File: config.mk
export PLATFORM = sky130hd
export DESIGN_NAME = dma_axi_if_param
export DESIGN_NICKNAME = d
export VERILOG_FILES = /design/src/rtl/dma_axi_if_param.sv
export SDC_FILE = /design/constraint.sdc
export NUM_CORES = 1
export LEC_CHECK = 0
export CAP_MARGIN = 25
export CORE_MARGIN = 3
export CORE_UTILIZATION = 57
export DETAILED_ROUTE_END_ITERATION = 10
export HOLD_SLACK_MARGIN = 0.12
export PLACE_DENSITY = 0.95
export SYNTH_ARGS = -nofsm -noshare
export SYNTH_HDL_FRONTEND = slang
export SYNTH_SLANG_ARGS = --single-unit
File: constraint.sdc
create_clock -name clk -period 6.5 [get_ports clk]
set_input_delay 1.625 -clock clk [delete_from_list [all_inputs] [get_ports clk]]
set_output_delay 1.625 -clock clk [all_outputs]
set_load 0.1 [all_outputs]
File: src/rtl/dma_axi_if_param.sv
// dma_axi_if_param: parametrised AXI4 master interface for the DMA engine.
// Bridges the rd/wr streamers and the data FIFO onto AR/R/AW/W/B, with
// per-beat first/last byte strobes, drain on abort and first-error capture.
// Optional build macro: DMA_AXI_IF_PERF_EN adds R/W beat performance counters.
module dma_axi_if_param #(
    parameter int ADDR_W     = 32,
    parameter int DATA_W     = 64,
    parameter int ID_W       = 4,
    parameter int MAX_RD_OUT = 4,
    parameter int MAX_WR_OUT = 4,
    parameter int DMA_ID     = 0
) (
    input  logic                clk,
    input  logic                rst_n,
    input  logic                i_rd_req_valid,
    output logic                o_rd_req_ready,
    input  logic [ADDR_W-1:0]   i_rd_req_addr,
    input  logic [7:0]          i_rd_req_len,
    input  logic [2:0]          i_rd_req_size,
    input  logic [DATA_W/8-1:0] i_rd_req_first_strb,
    input  logic [DATA_W/8-1:0] i_rd_req_last_strb,
    input  logic                i_wr_req_valid,
    output logic                o_wr_req_ready,
    input  logic [ADDR_W-1:0]   i_wr_req_addr,
    input  logic [7:0]          i_wr_req_len,
    input  logic [2:0]          i_wr_req_size,
    input  logic [DATA_W/8-1:0] i_wr_req_first_strb,
    input  logic [DATA_W/8-1:0] i_wr_req_last_strb,
    output logic                o_rdat_valid,
    output logic [DATA_W-1:0]   o_rdat_data,
    input  logic                i_rdat_ready,
    input  logic                i_wdat_valid,
    input  logic [DATA_W-1:0]   i_wdat_data,
    output logic                o_wdat_ready,
    output logic                o_m_ar_valid,
    input  logic                i_m_ar_ready,
    output logic [ADDR_W-1:0]   o_m_ar_addr,
    output logic [7:0]          o_m_ar_len,
    output logic [2:0]          o_m_ar_size,
    output logic [1:0]          o_m_ar_burst,
    output logic [ID_W-1:0]     o_m_ar_id,
    output logic [2:0]          o_m_ar_prot,
    input  logic                i_m_r_valid,
    output logic                o_m_r_ready,
    input  logic [DATA_W-1:0]   i_m_r_data,
    input  logic [1:0]          i_m_r_resp,
    input  logic                i_m_r_last,
    output logic                o_m_aw_valid,
    input  logic                i_m_aw_ready,
    output logic [ADDR_W-1:0]   o_m_aw_addr,
    output logic [7:0]          o_m_aw_len,
    output logic [2:0]          o_m_aw_size,
    output logic [1:0]          o_m_aw_burst,
    output logic [ID_W-1:0]     o_m_aw_id,
    output logic [2:0]          o_m_aw_prot,
    output logic                o_m_w_valid,
    input  logic                i_m_w_ready,
    output logic [DATA_W-1:0]   o_m_w_data,
    output logic [DATA_W/8-1:0] o_m_w_strb,
    output logic                o_m_w_last,
    input  logic                i_m_b_valid,
    output logic                o_m_b_ready,
    input  logic [1:0]          i_m_b_resp,
    input  logic                i_dma_active,
    input  logic                i_dma_abort,
    input  logic                i_clear_err,
    output logic                o_pend_txn,
    output logic                o_err_valid,
    output logic                o_err_src,
    output logic [ADDR_W-1:0]   o_err_addr
`ifdef DMA_AXI_IF_PERF_EN
    ,
    output logic [31:0]         o_perf_rd_beats,
    output logic [31:0]         o_perf_wr_beats
`endif
);
    localparam int STRB_W = DATA_W / 8;
    localparam int RCW    = $clog2(MAX_RD_OUT + 1);
    localparam int WCW    = $clog2(MAX_WR_OUT + 1);
    localparam int RPW    = (MAX_RD_OUT > 1) ? $clog2(MAX_RD_OUT) : 1;
    localparam int WPW    = (MAX_WR_OUT > 1) ? $clog2(MAX_WR_OUT) : 1;

    // Byte enables for one beat: first/last strobes at the burst edges, both for single-beat bursts
    function automatic logic [STRB_W-1:0] beat_strb(input logic [7:0] beat, input logic [7:0] len,
                                                    input logic [STRB_W-1:0] fs, input logic [STRB_W-1:0] ls);
        logic [STRB_W-1:0] s;
        s = '1;
        if (len == 8'd0)       s = fs & ls;
        else if (beat == 8'd0) s = fs;
        else if (beat == len)  s = ls;
        return s;
    endfunction

    // Zero every byte whose strobe bit is clear
    function automatic logic [DATA_W-1:0] mask_data(input logic [DATA_W-1:0] d, input logic [STRB_W-1:0] s);
        logic [DATA_W-1:0] m;
        m = '0;
        for (int i = 0; i < STRB_W; i++) m[8*i +: 8] = s[i] ? d[8*i +: 8] : 8'h00;
        return m;
    endfunction

    logic              r_ar_valid, r_aw_valid;
    logic [ADDR_W-1:0] r_ar_addr, r_aw_addr;
    logic [7:0]        r_ar_len, r_aw_len;
    logic [2:0]        r_ar_size, r_aw_size;
    logic [RCW-1:0]    r_rd_out;
    logic [WCW-1:0]    r_wr_out, r_wctx_cnt;
    logic [ADDR_W-1:0] r_rctx_addr [MAX_RD_OUT];
    logic [7:0]        r_rctx_len  [MAX_RD_OUT];
    logic [STRB_W-1:0] r_rctx_fs   [MAX_RD_OUT];
    logic [STRB_W-1:0] r_rctx_ls   [MAX_RD_OUT];
    logic [RPW-1:0]    r_rctx_wp, r_rctx_rp;
    logic [7:0]        r_wctx_len  [MAX_WR_OUT];
    logic [STRB_W-1:0] r_wctx_fs   [MAX_WR_OUT];
    logic [STRB_W-1:0] r_wctx_ls   [MAX_WR_OUT];
    logic [WPW-1:0]    r_wctx_wp, r_wctx_rp;
    logic [ADDR_W-1:0] r_bctx_addr [MAX_WR_OUT];
    logic [WPW-1:0]    r_bctx_wp, r_bctx_rp;
    logic [7:0]        r_rd_beat, r_wr_beat;
    logic              r_err_valid, r_err_src;
    logic [ADDR_W-1:0] r_err_addr;

    logic              w_rd_accept, w_wr_accept, w_r_hs, w_r_pop, w_w_hs, w_w_pop, w_b_hs;
    logic              w_rd_err, w_wr_err, w_wctx_ne;
    logic [STRB_W-1:0] w_r_strb, w_w_strb;
    logic [7:0]        w_w_len;
    logic              w_unused;

    assign w_rd_accept = rst_n && i_dma_active && i_rd_req_valid && !r_ar_valid && (r_rd_out < RCW'(MAX_RD_OUT));
    assign w_wr_accept = rst_n && i_dma_active && i_wr_req_valid && !r_aw_valid && (r_wr_out < WCW'(MAX_WR_OUT));
    assign o_rd_req_ready = w_rd_accept;
    assign o_wr_req_ready = w_wr_accept;

    assign o_m_ar_valid = r_ar_valid;
    assign o_m_ar_addr  = r_ar_addr;
    assign o_m_ar_len   = r_ar_len;
    assign o_m_ar_size  = r_ar_size;
    assign o_m_ar_burst = 2'b01;
    assign o_m_ar_id    = ID_W'(DMA_ID);
    assign o_m_ar_prot  = 3'b010;
    assign o_m_aw_valid = r_aw_valid;
    assign o_m_aw_addr  = r_aw_addr;
    assign o_m_aw_len   = r_aw_len;
    assign o_m_aw_size  = r_aw_size;
    assign o_m_aw_burst = 2'b01;
    assign o_m_aw_id    = ID_W'(DMA_ID);
    assign o_m_aw_prot  = 3'b010;

    assign o_m_r_ready  = rst_n && (i_rdat_ready || i_dma_abort);
    assign o_rdat_valid = rst_n && i_m_r_valid && !i_dma_abort;
    assign w_r_hs       = i_m_r_valid && o_m_r_ready;
    assign w_r_pop      = w_r_hs && i_m_r_last;
    assign w_r_strb     = beat_strb(r_rd_beat, r_rctx_len[r_rctx_rp], r_rctx_fs[r_rctx_rp], r_rctx_ls[r_rctx_rp]);
    assign o_rdat_data  = mask_data(i_m_r_data, w_r_strb);

    assign w_wctx_ne    = (r_wctx_cnt != '0);
    assign w_w_len      = r_wctx_len[r_wctx_rp];
    assign w_w_strb     = beat_strb(r_wr_beat, w_w_len, r_wctx_fs[r_wctx_rp], r_wctx_ls[r_wctx_rp]);
    assign o_m_w_valid  = w_wctx_ne && (i_wdat_valid || i_dma_abort);
    assign o_m_w_data   = i_dma_abort ? '0 : i_wdat_data;
    assign o_m_w_strb   = i_dma_abort ? '0 : w_w_strb;
    assign o_m_w_last   = (r_wr_beat == w_w_len);
    assign o_wdat_ready = o_m_w_valid && i_m_w_ready && !i_dma_abort;
    assign w_w_hs       = o_m_w_valid && i_m_w_ready;
    assign w_w_pop      = w_w_hs && o_m_w_last;

    assign o_m_b_ready  = rst_n;
    assign w_b_hs       = i_m_b_valid && o_m_b_ready;

    assign w_rd_err = w_r_hs && i_m_r_resp[1];
    assign w_wr_err = w_b_hs && i_m_b_resp[1];
    assign w_unused = ^{i_m_r_resp[0], i_m_b_resp[0]};

    assign o_pend_txn  = (|r_rd_out) || (|r_wr_out) || r_ar_valid || r_aw_valid;
    assign o_err_valid = r_err_valid;
    assign o_err_src   = r_err_src;
    assign o_err_addr  = r_err_addr;

    // Read side: AR output register, outstanding count and read context FIFO
    always_ff @(posedge clk or negedge rst_n) begin
        if (!rst_n) begin
            r_ar_valid <= 1'b0;
            r_ar_addr  <= '0;
            r_ar_len   <= '0;
            r_ar_size  <= '0;
            r_rd_out   <= '0;
            r_rctx_wp  <= '0;
            r_rctx_rp  <= '0;
            for (int i = 0; i < MAX_RD_OUT; i++) begin
                r_rctx_addr[i] <= '0;
                r_rctx_len[i]  <= '0;
                r_rctx_fs[i]   <= '0;
                r_rctx_ls[i]   <= '0;
            end
        end else begin
            if (w_rd_accept) begin
                r_ar_valid             <= 1'b1;
                r_ar_addr              <= i_rd_req_addr;
                r_ar_len               <= i_rd_req_len;
                r_ar_size              <= i_rd_req_size;
                r_rctx_addr[r_rctx_wp] <= i_rd_req_addr;
                r_rctx_len[r_rctx_wp]  <= i_rd_req_len;
                r_rctx_fs[r_rctx_wp]   <= i_rd_req_first_strb;
                r_rctx_ls[r_rctx_wp]   <= i_rd_req_last_strb;
                r_rctx_wp <= (r_rctx_wp == RPW'(MAX_RD_OUT - 1)) ? '0 : r_rctx_wp + 1'b1;
            end else if (i_m_ar_ready) begin
                r_ar_valid <= 1'b0;
            end
            if (w_r_pop) r_rctx_rp <= (r_rctx_rp == RPW'(MAX_RD_OUT - 1)) ? '0 : r_rctx_rp + 1'b1;
            case ({w_rd_accept, w_r_pop})
                2'b10:   r_rd_out <= r_rd_out + 1'b1;
                2'b01:   r_rd_out <= r_rd_out - 1'b1;
                default: r_rd_out <= r_rd_out;
            endcase
        end
    end

    // Write side: AW output register, outstanding count, W and B context FIFOs
    always_ff @(posedge clk or negedge rst_n) begin
        if (!rst_n) begin
            r_aw_valid <= 1'b0;
            r_aw_addr  <= '0;
            r_aw_len   <= '0;
            r_aw_size  <= '0;
            r_wr_out   <= '0;
            r_wctx_cnt <= '0;
            r_wctx_wp  <= '0;
            r_wctx_rp  <= '0;
            r_bctx_wp  <= '0;
            r_bctx_rp  <= '0;
            for (int i = 0; i < MAX_WR_OUT; i++) begin
                r_wctx_len[i]  <= '0;
                r_wctx_fs[i]   <= '0;
                r_wctx_ls[i]   <= '0;
                r_bctx_addr[i] <= '0;
            end
        end else begin
            if (w_wr_accept) begin
                r_aw_valid             <= 1'b1;
                r_aw_addr              <= i_wr_req_addr;
                r_aw_len               <= i_wr_req_len;
                r_aw_size              <= i_wr_req_size;
                r_wctx_len[r_wctx_wp]  <= i_wr_req_len;
                r_wctx_fs[r_wctx_wp]   <= i_wr_req_first_strb;
                r_wctx_ls[r_wctx_wp]   <= i_wr_req_last_strb;
                r_bctx_addr[r_bctx_wp] <= i_wr_req_addr;
                r_wctx_wp <= (r_wctx_wp == WPW'(MAX_WR_OUT - 1)) ? '0 : r_wctx_wp + 1'b1;
                r_bctx_wp <= (r_bctx_wp == WPW'(MAX_WR_OUT - 1)) ? '0 : r_bctx_wp + 1'b1;
            end else if (i_m_aw_ready) begin
                r_aw_valid <= 1'b0;
            end
            if (w_w_pop) r_wctx_rp <= (r_wctx_rp == WPW'(MAX_WR_OUT - 1)) ? '0 : r_wctx_rp + 1'b1;
            if (w_b_hs)  r_bctx_rp <= (r_bctx_rp == WPW'(MAX_WR_OUT - 1)) ? '0 : r_bctx_rp + 1'b1;
            case ({w_wr_accept, w_w_pop})
                2'b10:   r_wctx_cnt <= r_wctx_cnt + 1'b1;
                2'b01:   r_wctx_cnt <= r_wctx_cnt - 1'b1;
                default: r_wctx_cnt <= r_wctx_cnt;
            endcase
            case ({w_wr_accept, w_b_hs})
                2'b10:   r_wr_out <= r_wr_out + 1'b1;
                2'b01:   r_wr_out <= r_wr_out - 1'b1;
                default: r_wr_out <= r_wr_out;
            endcase
        end
    end

    // Beat counters locate each beat within its burst; they restart after the last beat
    always_ff @(posedge clk or negedge rst_n) begin
        if (!rst_n) begin
            r_rd_beat <= '0;
            r_wr_beat <= '0;
        end else begin
            if (w_r_pop)     r_rd_beat <= '0;
            else if (w_r_hs) r_rd_beat <= r_rd_beat + 1'b1;
            if (w_w_pop)     r_wr_beat <= '0;
            else if (w_w_hs) r_wr_beat <= r_wr_beat + 1'b1;
        end
    end

    // First-error record: locks on capture, read beats write on ties, clear beats new errors
    always_ff @(posedge clk or negedge rst_n) begin
        if (!rst_n) begin
            r_err_valid <= 1'b0;
            r_err_src   <= 1'b0;
            r_err_addr  <= '0;
        end else if (i_clear_err) begin
            r_err_valid <= 1'b0;
            r_err_src   <= 1'b0;
            r_err_addr  <= '0;
        end else if (!r_err_valid) begin
            if (w_rd_err) begin
                r_err_valid <= 1'b1;
                r_err_src   <= 1'b0;
                r_err_addr  <= r_rctx_addr[r_rctx_rp];
            end else if (w_wr_err) begin
                r_err_valid <= 1'b1;
                r_err_src   <= 1'b1;
                r_err_addr  <= r_bctx_addr[r_bctx_rp];
            end
        end
    end

`ifdef DMA_AXI_IF_PERF_EN
    logic [31:0] r_perf_rd, r_perf_wr;
    assign o_perf_rd_beats = r_perf_rd;
    assign o_perf_wr_beats = r_perf_wr;

    // Saturating R and W beat counters, cleared together with the error record
    always_ff @(posedge clk or negedge rst_n) begin
        if (!rst_n) begin
            r_perf_rd <= '0;
            r_perf_wr <= '0;
        end else if (i_clear_err) begin
            r_perf_rd <= '0;
            r_perf_wr <= '0;
        end else begin
            if (w_r_hs && (r_perf_rd != '1)) r_perf_rd <= r_perf_rd + 1'b1;
            if (w_w_hs && (r_perf_wr != '1)) r_perf_wr <= r_perf_wr + 1'b1;
        end
    end
`endif
endmodule

==> results of run 1 <==
-- cell usage in the layout (no fill, tap or decap), types with 8 or more instances in the layout --
cell type,n
mux4_2,101
clkdlybuf4s50_1,445
nor3_1,9
o21ai_0,27
nor4b_1,10
clkbuf_1,9
clkinv_2,17
buf_4,107
inv_1,92
clkbuf_8,9
nand2_1,322
a31oi_1,9
ha_1,22
dfrtp_1,604
conb_1,18
buf_16,11
o31ai_1,32
nor2_1,35
nand3_1,12
xor2_1,8
o32ai_1,57
mux2_2,460
xnor2_1,23
mux2i_1,50
nor2b_1,67
nor4_1,9
a21oi_1,14
clkbuf_16,59
nand3b_1,56
a211oi_1,8
-- registers in the layout, indices dropped and copies added (netlist names), 8 cells and up --
name	flops
r_wctx_len	32
r_rctx_addr	128
r_wr_beat	8
r_wctx_ls	32
o_err_addr	32
o_m_ar_addr	32
o_m_ar_len	8
o_m_aw_addr	32
r_bctx_addr	128
r_rctx_len	32
o_m_aw_len	8
r_rctx_ls	32
r_rd_beat	8
r_wctx_fs	32
r_rctx_fs	32
-- synthesized netlist by cell type (all sizes together), types with 10 or more instances --
cell	number	share of area
ha	22	0.0096
mux2i	50	0.017
a21oi	14	0.0024
o31ai	32	0.0084
mux4	101	0.079
inv	94	0.012
mux2	460	0.18
xnor2	23	0.0070
nor3	10	0.0019
clkbuf	82	0.011
buf	72	0.014
nor2b	67	0.015
nand2	327	0.043
nor4	10	0.0027
dfrtp	607	0.53
nand3	12	0.0021
nand3b	56	0.015
nor4b	10	0.0030
nor2	37	0.0049
o21ai	27	0.0047
o32ai	57	0.017
-- layout make-up --
| cell class | count | share of cell area |
|---|---|---|
| Antenna cell | 7 | 0.000476 |
| Clock buffer | 77 | 0.0444 |
| Clock inverter | 35 | 0.0120 |
| Inverter | 94 | 0.00960 |
| Multi-Input combinational cell | 1408 | 0.342 |
| Sequential cell | 607 | 0.413 |
| Tap cell | 664 | 0.0226 |
| Timing Repair Buffer | 574 | 0.156 |
-- per-stage QoR --
step	cell area [um^2]	setup slack [ns]	instances	total power, uW	util
after floorplan	28800	0.150	2263	14600	-
after global placement	34300	1.23	3332	16800	0.695
after detailed placement	34500	1.35	3339	17400	0.699
after CTS	36600	0.777	3451	21100	0.741
after global routing	36800	0.607	3464	22000	0.745
final	36800	0.779	3466	21200	0.745
-- cell families (layout without fill, tap and decap cells) --
family,Yosys count,in the layout,share of synthesized area
buffers and inverters,248,780,0.0374
and+or+nand+nor,554,554,0.0924
xor gates and xnor gates,31,31,0.00945
muxes,611,611,0.277
AOI/OAI and AO/OA,169,169,0.0434
adders and majority gates,25,25,0.0117
DFF,607,607,0.529
other,2,25,0.000261
-- routing by layer --
metal	track usage	wire length, um	part of all wire	vias to the layer above
met5	0	39	0.00047	-
met4	0.124	3400	0.041	6
met3	0.0661	5810	0.070	218
met2	0.509	41200	0.50	894
met1	0.389	32100	0.39	10800
li1	-	-	-	8985
-- power groups by stage --
stage	clock [uW]	combinational [uW]	sequential, uW
floorplan	0	5930	8650
global placement	0	10400	6440
detailed placement	0	10700	6650
CTS	3660	10800	6640
global route	3820	11300	6850
finish	3610	10900	6680
-- final timing paths --
check / startpoint / endpoint / slack [ns] / depth (start not counted)
setup reg to reg: r_wctx_rp[0] / r_wctx_cnt[2] / 2.93 / 10
setup / recovery: r_rctx_rp[1] / o_rdat_data[51] / 0.78 / 7
min in group asynchronous: rst_n / r_rctx_addr[36] / 0.92 / 1
max in group asynchronous: rst_n / o_err_addr[16] / 3.71 / 3
hold / removal: o_m_ar_addr[11] / o_m_ar_addr[11] / 0.47 / 2
hold reg to reg: o_m_ar_addr[11] / o_m_ar_addr[11] / 0.47 / 2
-- worst max-delay path: stages (launching register included) --
cell	delay, ns
dfrtp_4	0.88
mux2i_1	0.30
o211a_1	0.18
o21ai_0	0.07
a21o_2	0.77
a21oi_1	0.44
o32ai_1	0.41
buf_4	0.36
==> flow_summary.toml, run 1 <==
[pwr]
power_frac_comb = 0.514
power_frac_clock = 0.170
p_leak_uw = 0.0170
vdd_ir_drop_max_uv = 602
seqPwrFrac = 0.315
swShare = 0.470
p_int_uw = 11200
power_density_mw_per_mm2 = 576
p_sw_uw = 9960

[route]
vias_per_cell = 6.03
drcViolationCount = 0
drt_iter0_drc = 1559
postRouteAntennaNets = 0
num_vias = 20900
detail_route.first_pass.iterations = 8
wl_per_cell_um = 23.8
routed_wl_um = 82600

[sta]
hold_viol_final = 0
slew_viol_final = 0
hold_slack_ns = 0.472
rsz0062_at_grt = "false"
finalSetupViolCount = 0
max-slew-margin-rel = 0.244
min_period_ns = 5.72
worst_pin_slew_ns = 1.13
final.setup.tns_ns = 0
finalCritPeriodShare = 0.880
max_freq_mhz = 175
fin_skew_ns = 0.0480

[clock_network]
h-tree-depth = 2
hold_buffers = 0
cts_buffers = 59
clock_sinks = 607
cts.clk_slew.worst_paths_ns = 0.06
cts_setup_buffers = 0
cts_root_buf = "clkbuf_16"
cts_tree = "yes"
ctsResizeCount = 0
clockBufferDepth = 3
clkLatencyLatePin_ns = 0.66

[synth]
postSynth.asyncResetShare = 1.00
synth_edf_count = 0
synth_seq_cells = 607
netlist_instances = 2247
yosys_warnings = 0
netlist_area_mm2 = 0.0287
syn_area_per_cell_um2 = 12.8
synth.distinct_cells = 52
ys_seq_area_frac = 0.529
synth_top_flop_cell = "dfrtp_1"

[layout]
synthToLayoutAreaGrowth_pct = 27.9
drive_above_1_share = 0.290
multi_input_area_mm2 = 0.0126
fillCellCount = 2878
regArea_mm2 = 0.0152
finalNetCount = 3034

[global_route]
grt_antenna_before_repair = 10
grt_pass1_wl_um = 127000
grt_max_degree = 166
grt_util_all_layers = 0.305
grt_remaining_overflow = 0
first_global_vias = 22100

[setup_path]
cp-start-kind = "register"
path_max_fanout = 49
end_kind = "output port"
required_ns = 4.88
path_class = "register to output port"
worst_ep_arrival_time_ns = 4.10

[place]
io_buffers = 529
hpwl_um = 55800
globalplace.congestion = 0.939

[floorplan]
placeableCoreArea_mm2 = 0.0494
io_pins = 550
initial_core_util = 0.582
die_x_um = 231
rows = 81
die-area_mm2 = 0.0531
die_y_um = 231

[outcome]
outcome = "complete, no violations"

[worst_hold_path]
hp-class = "register to register"

[job]
maxCapViolations = 0
Note: power is estimated with default switching activity, not from simulation.
==> run 2, diff against run 1 <==
- CAP_MARGIN: 25 -> 20
==> run 2 against run 1 <==
- via count increased by 1.0%
- critical path depth unchanged
- first-iteration DRC count increased by 12%
- design area decreased by 0.68%
- clock skew decreased by 0.016 ns
- sequential cell count unchanged
- global-route usage increased by 0.55 points
- die area unchanged
- sequential power increased by 0.6%
- worst hold slack got worse by 0.00054 ns
- final cell count decreased by 0.40%
- critical endpoint is now o_rdat_data[19]
==> flow_summary.toml, run 2 (synthesis results as in run 1) <==
[outcome]
outcome = "complete, no violations"

[clock_network]
clkLatencyLatePin_ns = 0.63
cts_tree = "yes"
ctsResizeCount = 0
clockBufferDepth = 3
cts.clk_slew.worst_paths_ns = 0.06
clock_sinks = 607
cts_setup_buffers = 0
cts_buffers = 59
h-tree-depth = 2
cts_root_buf = "clkbuf_16"
hold_buffers = 0

[route]
routed_wl_um = 84000
num_vias = 21100
vias_per_cell = 6.11
drt_iter0_drc = 1740
drcViolationCount = 0
wl_per_cell_um = 24.3
postRouteAntennaNets = 0
detail_route.first_pass.iterations = 5

[pwr]
p_sw_uw = 9930
vdd_ir_drop_max_uv = 655
p_int_uw = 11200
power_density_mw_per_mm2 = 578
power_frac_comb = 0.512
total_power_uw = 21100
power_frac_clock = 0.169
seqPwrFrac = 0.318
swShare = 0.471
p_leak_uw = 0.0168

[sta]
hold_viol_final = 0
slew_viol_final = 0
max-slew-margin-rel = 0.230
finalCritPeriodShare = 0.882
finalSetupViolCount = 0
worst_pin_slew_ns = 1.15
hold_slack_ns = 0.471
min_period_ns = 5.73
rsz0062_at_grt = "false"
fin_skew_ns = 0.0317
final.setup.tns_ns = 0
max_freq_mhz = 174

[worst_hold_path]
min_from = "r_wr_out[2]"
hp-class = "register to register"

[setup_path]
path_max_fanout = 49
cp-start-kind = "register"
cp_slowest_cell = "dfrtp_4"
required_ns = 4.88
crit_start = "r_rctx_rp[1]"
end_kind = "output port"
path_class = "register to output port"
critical-path-top-delay-family = "compound AO/OA/AOI/OAI gates"
path_buf_inv = 1
cpPeakStageDelay_ns = 0.88
cp_cell_sequence = "mux2i_1 -> o211a_1 -> o21ai_0 -> a21o_2 -> a21oi_1 -> o32ai_1 -> buf_4"
worst_ep_arrival_time_ns = 4.11
reg2reg_from = "r_wctx_rp[0]"

[floorplan]
rows = 81
die_x_um = 231
die-area_mm2 = 0.0531
die_y_um = 231
initial_core_util = 0.582
placeableCoreArea_mm2 = 0.0494
io_pins = 550

[global_route]
grt_max_degree = 166
grt_util_all_layers = 0.310
first_global_vias = 22500
grt_antenna_before_repair = 10
grt_remaining_overflow = 0
grt_pass1_wl_um = 129000

[layout]
stdcell_count = 3452
drive_above_1_share = 0.286
regArea_mm2 = 0.0152
reg.largest.list = "r_bctx_addr (128), r_rctx_addr (128)"
synthToLayoutAreaGrowth_pct = 27.1
multi_input_area_mm2 = 0.0126
mostFrequentLayoutCells = "dfrtp_1, mux2_2, clkdlybuf4s50_1"
finalNetCount = 3026
fillCellCount = 2949
final_common_cell = "dfrtp_1"

[place]
dp.cells = 3336
globalplace.congestion = 0.939
hpwl_um = 55700
io_buffers = 529

[job]
maxCapViolations = 0
==> run 2: worst register-to-register path: cells and delay by family, from the launching register on <==
kind	cells	cell delay [ns]
simple gates	3	0.81
buf+inv	1	0.07
flops	1	0.77
fa+ha+maj	2	0.66
mux	1	0.62
xor+xnor	3	0.49
==> run 2: layer usage <==
metal | vias to the layer above | wire, um | global-route usage
li1 | 8951 | - | -
met1 | 10900 | 32000 | 0.397
met2 | 1006 | 42300 | 0.522
met3 | 240 | 6050 | 0.0555
met4 | 8 | 3580 | 0.138
met5 | - | 51 | 0
==> run 2: path summary, 6_finish.rpt <==
check                                   to  slack [ns]  depth (start not counted)
setup reg to reg             r_wctx_cnt[2]        2.97                         10
max in group asynchronous     r_rctx_rp[0]        3.38                          3
hold reg to reg                r_wr_out[2]        0.47                          1
min in group asynchronous  r_rctx_addr[36]        0.94                          1
hold / removal                 r_wr_out[2]        0.47                          1
setup / recovery           o_rdat_data[19]        0.77                          7
==> run 2: final cells by class <==
cell class              instances  share of cell area
multi-input cells            1408               0.344
repair buffers                566               0.151
diodes                          8            0.000548
clock inverters                25             0.00983
inverters                      94             0.00966
well taps                     664              0.0228
clock buffers                  80              0.0459
flip-flops and latches        607               0.416
==> run 2: power by group through the flow <==
stage	combinational [uW]	sequential (uW)	clock, uW
final	10800	6720	3570
after global routing	11300	6880	3770
after CTS	10800	6670	3610
after detailed placement	10700	6660	0
after global placement	10400	6440	0
after floorplan	5930	8650	0
==> run 2: through the flow <==
stage	util	worst slack [ns]	area, um^2
3_3_place_gp	0.695	1.23	34300
2_1_floorplan	-	0.150	28800
4_1_cts	0.739	0.824	36500
3_5_place_dp	0.697	1.03	34400
6_report	0.740	0.768	36500
5_1_grt	0.740	0.481	36500
